[config.mk]
export PLATFORM = sky130hd
export DESIGN_NAME = axis2serial
export DESIGN_NICKNAME = d
export VERILOG_FILES = /design/src/rtl/axis2serial.sv
export SDC_FILE = /design/constraint.sdc
export NUM_CORES = 1
export LEC_CHECK = 0
export CAP_MARGIN = 20
export CORE_MARGIN = 5
export CORE_UTILIZATION = 39
export CTS_BUF_LIST = sky130_fd_sc_hd__clkbuf_8 sky130_fd_sc_hd__clkbuf_16
export CTS_CLUSTER_DIAMETER = 200
export DETAILED_ROUTE_END_ITERATION = 8
export DONT_BUFFER_PORTS = 1
export PLACE_DENSITY = 0.61
export SLEW_MARGIN = 5
export SYNTH_ARGS = -nofsm -noshare
export SYNTH_HDL_FRONTEND = slang
export SYNTH_SLANG_ARGS = --single-unit
[constraint.sdc]
create_clock -name aclk -period 2.4 [get_ports aclk]
set_input_delay 0.12 -clock aclk [delete_from_list [all_inputs] [get_ports aclk]]
set_output_delay 0.12 -clock aclk [all_outputs]
set_load 0.05 [all_outputs]
[src/rtl/axis2serial.sv]
// axis2serial: SPI-mode-0 master that shifts a 32-bit AXI-Stream command
// stream MSB first onto mosi/sck/cs, gated by the receiver's cts at word
// boundaries. Counterpart of the Serial2AXIS slave receiver.
module axis2serial #(
  parameter int unsigned DATA_WIDTH = 32,
  parameter int unsigned CLOCK_DIV  = 2,
  parameter int unsigned CS_SETUP   = 2,
  parameter int unsigned CS_HOLD    = 2,
  parameter int unsigned CS_GAP     = 4
) (
  input  logic                  aclk,
  input  logic                  reset,
  input  logic                  s_axis_tvalid,
  output logic                  s_axis_tready,
  input  logic                  s_axis_tlast,
  input  logic [DATA_WIDTH-1:0] s_axis_tdata,
  output logic                  serial_mosi,
  output logic                  serial_sck,
  output logic                  serial_cs,
  input  logic                  serial_cts,
  output logic                  busy
);

  typedef enum logic [2:0] {
    IDLE, SETUP, SHIFT_LO, SHIFT_HI, NEXT, HOLD, GAP
  } state_e;

  localparam int unsigned M1      = (CLOCK_DIV > CS_SETUP) ? CLOCK_DIV : CS_SETUP;
  localparam int unsigned M2      = (CS_HOLD > CS_GAP) ? CS_HOLD : CS_GAP;
  localparam int unsigned CNT_MAX = (M1 > M2) ? M1 : M2;
  localparam int unsigned CW      = $clog2(CNT_MAX + 1);
  localparam int unsigned BW      = (DATA_WIDTH > 1) ? $clog2(DATA_WIDTH) : 1;

  localparam int unsigned DIV_LAST   = (CLOCK_DIV > 0) ? CLOCK_DIV - 1 : 0;
  localparam int unsigned SETUP_LAST = (CS_SETUP > 0) ? CS_SETUP - 1 : 0;
  localparam int unsigned HOLD_LAST  = (CS_HOLD > 0) ? CS_HOLD - 1 : 0;
  localparam int unsigned GAP_LAST   = (CS_GAP > 0) ? CS_GAP - 1 : 0;

  // Zero-length setup/hold/gap phases are skipped entirely rather than
  // spending one cycle in a state whose count would underflow.
  localparam state_e SETUP_ENTRY = (CS_SETUP == 0) ? SHIFT_LO : SETUP;
  localparam state_e GAP_ENTRY   = (CS_GAP == 0) ? IDLE : GAP;
  localparam state_e HOLD_ENTRY  = (CS_HOLD == 0) ? GAP_ENTRY : HOLD;

  state_e                  state_q, state_d;
  logic [CW-1:0]           cnt_q, cnt_d;
  logic [BW-1:0]           bit_q, bit_d;
  logic [DATA_WIDTH-1:0]   sr_q, sr_d;
  logic                    last_q, last_d;
  logic                    cts_meta_q, cts_s_q;
  logic                    cs_q, cs_d;
  logic                    sck_q, sck_d;
  logic                    busy_q, busy_d;
  logic                    hs;

  assign hs          = s_axis_tvalid && s_axis_tready;
  assign serial_mosi = sr_q[DATA_WIDTH-1];
  assign serial_sck  = sck_q;
  assign serial_cs   = cs_q;
  assign busy        = busy_q;

  // State and registered-output update, with synchronous reset.
  always_ff @(posedge aclk) begin
    if (reset) begin
      state_q    <= IDLE;
      cnt_q      <= '0;
      bit_q      <= '0;
      sr_q       <= '0;
      last_q     <= 1'b0;
      cts_meta_q <= 1'b0;
      cts_s_q    <= 1'b0;
      cs_q       <= 1'b1;
      sck_q      <= 1'b0;
      busy_q     <= 1'b0;
    end else begin
      state_q    <= state_d;
      cnt_q      <= cnt_d;
      bit_q      <= bit_d;
      sr_q       <= sr_d;
      last_q     <= last_d;
      cts_meta_q <= serial_cts;
      cts_s_q    <= cts_meta_q;
      cs_q       <= cs_d;
      sck_q      <= sck_d;
      busy_q     <= busy_d;
    end
  end

  // Next-state: phase counters, bit counter, word load and shift.
  always_comb begin
    state_d = state_q;
    cnt_d   = cnt_q;
    bit_d   = bit_q;
    sr_d    = sr_q;
    last_d  = last_q;
    unique case (state_q)
      IDLE: begin
        if (hs) begin
          sr_d    = s_axis_tdata;
          last_d  = s_axis_tlast;
          cnt_d   = '0;
          bit_d   = '0;
          state_d = SETUP_ENTRY;
        end
      end
      SETUP: begin
        if (cnt_q == CW'(SETUP_LAST)) begin
          cnt_d   = '0;
          state_d = SHIFT_LO;
        end else begin
          cnt_d = cnt_q + CW'(1);
        end
      end
      SHIFT_LO: begin
        if (cnt_q == CW'(DIV_LAST)) begin
          cnt_d   = '0;
          state_d = SHIFT_HI;
        end else begin
          cnt_d = cnt_q + CW'(1);
        end
      end
      SHIFT_HI: begin
        if (cnt_q == CW'(DIV_LAST)) begin
          cnt_d = '0;
          sr_d  = sr_q << 1;
          if (bit_q == BW'(DATA_WIDTH - 1)) begin
            bit_d   = '0;
            state_d = last_q ? HOLD_ENTRY : NEXT;
          end else begin
            bit_d   = bit_q + BW'(1);
            state_d = SHIFT_LO;
          end
        end else begin
          cnt_d = cnt_q + CW'(1);
        end
      end
      NEXT: begin
        if (hs) begin
          sr_d    = s_axis_tdata;
          last_d  = s_axis_tlast;
          cnt_d   = '0;
          bit_d   = '0;
          state_d = SHIFT_LO;
        end
      end
      HOLD: begin
        if (cnt_q == CW'(HOLD_LAST)) begin
          cnt_d   = '0;
          state_d = GAP_ENTRY;
        end else begin
          cnt_d = cnt_q + CW'(1);
        end
      end
      GAP: begin
        if (cnt_q == CW'(GAP_LAST)) begin
          cnt_d   = '0;
          state_d = IDLE;
        end else begin
          cnt_d = cnt_q + CW'(1);
        end
      end
      default: state_d = IDLE;
    endcase
  end

  // Outputs: tready decoded from registered state, pins precomputed from next state.
  always_comb begin
    s_axis_tready = cts_s_q && ((state_q == IDLE) || (state_q == NEXT));
    cs_d          = (state_d == IDLE) || (state_d == GAP);
    sck_d         = (state_d == SHIFT_HI);
    busy_d        = (state_d != IDLE);
  end

endmodule

==> results.tsv <==
stage	metric	value	unit
synth	synthArstFlopShare	0	%
sta	finalCritPeriodShare	87.5	%
detailed_routing	antenna_left	0	
synth	ys_ff_latch	49	
grt	grt_pass1_vias	2123	
layout	antennaDiodeCount	0	
critical_path	reg2reg_from	cnt_q[0]	
layout	num-fill-cells	613	
sta	slew_headroom	61.7	%
placed_design	hpwlAfterDp	3.88	mm
clocking	clock_latency	320	ps
critical_path	worstSetupStartpointType	flop	
power	p_leak	1.02	nW
grt	overflow	0	
layout	post-route-util	47.5	%
grt	grt_max_degree	48	
sta	drv_slew	0	
critical_path	end_kind	output port	
layout	areaGrowthSynthToFinish	18.5	%
critical_path	crit_top_cell	buf_4	
hold_path	min_path_type	in2reg	
grt	grt_first_pass_wirelength	10.1	mm
sta	hold_ws	0.120	ps
floorplanning	die_h	91.0	um
sta	clock_skew	11.1	ps
floorplanning	core.rowCount	29	
placed_design	place_congestion	0.833	
detailed_routing	drcViolationCount	0	
flow_run	drv_cap	0	
floorplanning	io_pins	42	
synth	syn_area_per_cell	8.80	um2
critical_path	slowest_delay	600	ps
floorplanning	core_area	0.00639	mm2
grt	grt_use_total	14.6	%
critical_path	crit_path_start	state_q[0]	
grt	antenna_found_initial	0	
placed_design	placed_cells	350	
clocking	cts_sinks	49	
sta	hold_viol	0	
detailed_routing	drt_iter0_markers	137	
synth	syn-num-nets	334	
clocking	cts_buffers	5	
layout	layout.nets	354	
synth	yosysSeqAreaShare	38.3	%
critical_path	crit_type	reg2out	
critical_path	cpMaxStageDelayCell	dfxtp_1	
sta	clock.fmax	476	MHz
power	power_per_cell_area	639	mW/mm2
floorplanning	start_util	40.1	%
sta	final.min_clock_period	2100	ps
layout	drive_gt1_share	16.0	%
clocking	root_buffer	clkbuf_8	
sta	finalSetupViolations	0	
floorplanning	die_x	91.0	um
critical_path	worst_ep_arrival_time	1980	ps
floorplanning	fp.dieArea	0.00828	mm2
clocking	cts_buffer_depth	2	
detailed_routing	drt-vias-per-instance	5.52	
synth	synth-edff-count	0	
critical_path	crit_fanout	34	
detailed_routing	wl_per_cell	15.4	um
sta	setup_tns	0	ps
clocking	cts_tree	built	
sta	rsz0062_at_grt	false	
synth	synth-main-ff-cell	dfxtp_1	
hold_path	worstHoldStart	s_axis_tdata[18]	
synth	netlist_area	0.00256	mm2
clocking	htreeDepth	2	
clocking	path_clk_slew	90	ps
synth	yosys_warnings	0	
detailed_routing	firstDrtPassIters	4	
power	ir_worst_vdd	0.000283	V
synth	synthDistinctLibCells	38	
detailed_routing	drt_wl_total	5.97	mm
layout	stdcell_count	389	
placed_design	port_buffers	0	
critical_path	cp_cell_sequence	buf_4 -> nor2_2 -> buf_4 -> and2_1 -> buf_4	
critical_path	required	2280	ps
status	status	finished, final reports clean	
detailed_routing	vias	2146	
synth	syn_inst	291	
sta	worst_pin_slew	569	ps
==> report_power, final <==
part / leakage, nW / total [W] / internal (W) / switching [W]
clock: 0.0585 / 0.000611 / 0.000313 / 0.000299
sequential: 0.398 / 0.000919 / 0.000855 / 0.0000637
combinational: 0.568 / 0.000409 / 0.000162 / 0.000247
total: 1.02 / 0.00194 / 0.00133 / 0.000610
==> worst max-delay path, delay by kind of cell, from the launching register on <==
family                 cells  cell delay, ps
buffers and inverters      3             780
DFF                        1             600
and+or+nand+nor            2             280
==> layout by cell type (no fill, tap or decap), drive strengths merged, types with 5 or more instances in the layout <==
| cell type | netlist | final |
|---|---|---|
| nand2 | 39 | 39 |
| ha | 6 | 6 |
| clkbuf | 14 | 5 |
| nor2b | 5 | 5 |
| a311oi | 31 | 31 |
| o21ai | 37 | 37 |
| dlygate4sd3 | 0 | 30 |
| nor3 | 5 | 5 |
| nor2 | 40 | 40 |
| a21oi | 9 | 9 |
| buf | 12 | 9 |
| dfxtp | 49 | 49 |
==> metrics by stage <==
step	power (W)	worst slack, ps	cell area (um2)
after floorplan	0.00123	597	2560
after global placement	0.00128	462	2590
after detailed placement	0.00129	374	2590
after CTS	0.00195	330	3020
after global routing	0.00203	203	3030
final	0.00194	300	3030
==> worst paths after layout <==
kind              endpoint  slack (ps)  cells after the start
max reg2reg        sr_q[8]         350                      6
max          s_axis_tready         300                      5
min               sr_q[18]         0.1                      2
min reg2reg        cts_s_q         450                      1
==> layer usage <==
metal	routed length, um	track usage, %	vias up	part of all wire (%)
met5	0	0	-	0
met2	2760	23.0	42	46
met3	259	3.22	8	4.3
met1	2850	19.4	997	48
met4	107	5.87	0	1.8
li1	-	-	1099	-
==> synth_stat cells, types with 2 or more instances <==
cell       n  area share (%)
nand2_1   39             5.7
and3_1     4            0.98
buf_4      3            0.88
clkbuf_1  14             2.1
a31oi_1    3            0.73
buf_6      3             1.3
a32oi_1    2            0.68
nand3b_1   3            0.88
nand3_1    2            0.39
a311oi_2  29              17
buf_2      6             1.2
nor2_1    40             5.9
a311oi_1   2            0.68
nor2b_1    5             1.2
nor3_1     5            0.98
ha_1       6             2.9
a21oi_1    9             1.8
and2_1     3            0.73
a211o_1    3             1.0
dfxtp_1   49              38
o21ai_0   36             7.0
nand2b_1   3            0.73
and3b_1    2            0.68
inv_1      3            0.44
o211ai_1   4             1.2
==> logic make-up after synthesis <==
logic type                 after synthesis  synth area share [%]
buffers and inverters                   29                  5.86
AOI/OAI and AO/OA                       94                  32.4
DFF                                     49                  38.3
and+or+nand+nor                        112                  20.1
muxes                                    1                 0.391
adders and majority gates                6                  2.93
==> flip-flops by register name, indices dropped and copies added, names as in the netlist <==
signal,flops
serial_sck,1
cts_meta_q,1
state_q,3
cnt_q,3
serial_cs,1
bit_q,5
sr_q,32
busy,1
last_q,1
cts_s_q,1
==> what timing repair did <==
action	CTS	global route
setup buffers	0	0
endpoints found under the hold margin	43	1
resized for setup	0	0
hold buffers	30	1
==> layout make-up <==
cell class	instances	area, um2	area share (%)
multi-input cells	213	1430	47.2
flip-flops and latches	49	981	32.3
repair buffers	39	400	13.2
well taps	77	96.3	3.18
clock buffers	5	68.8	2.27
clock inverters	3	43.8	1.44
inverters	3	11.3	0.371
(Power assumes the default switching activity.)
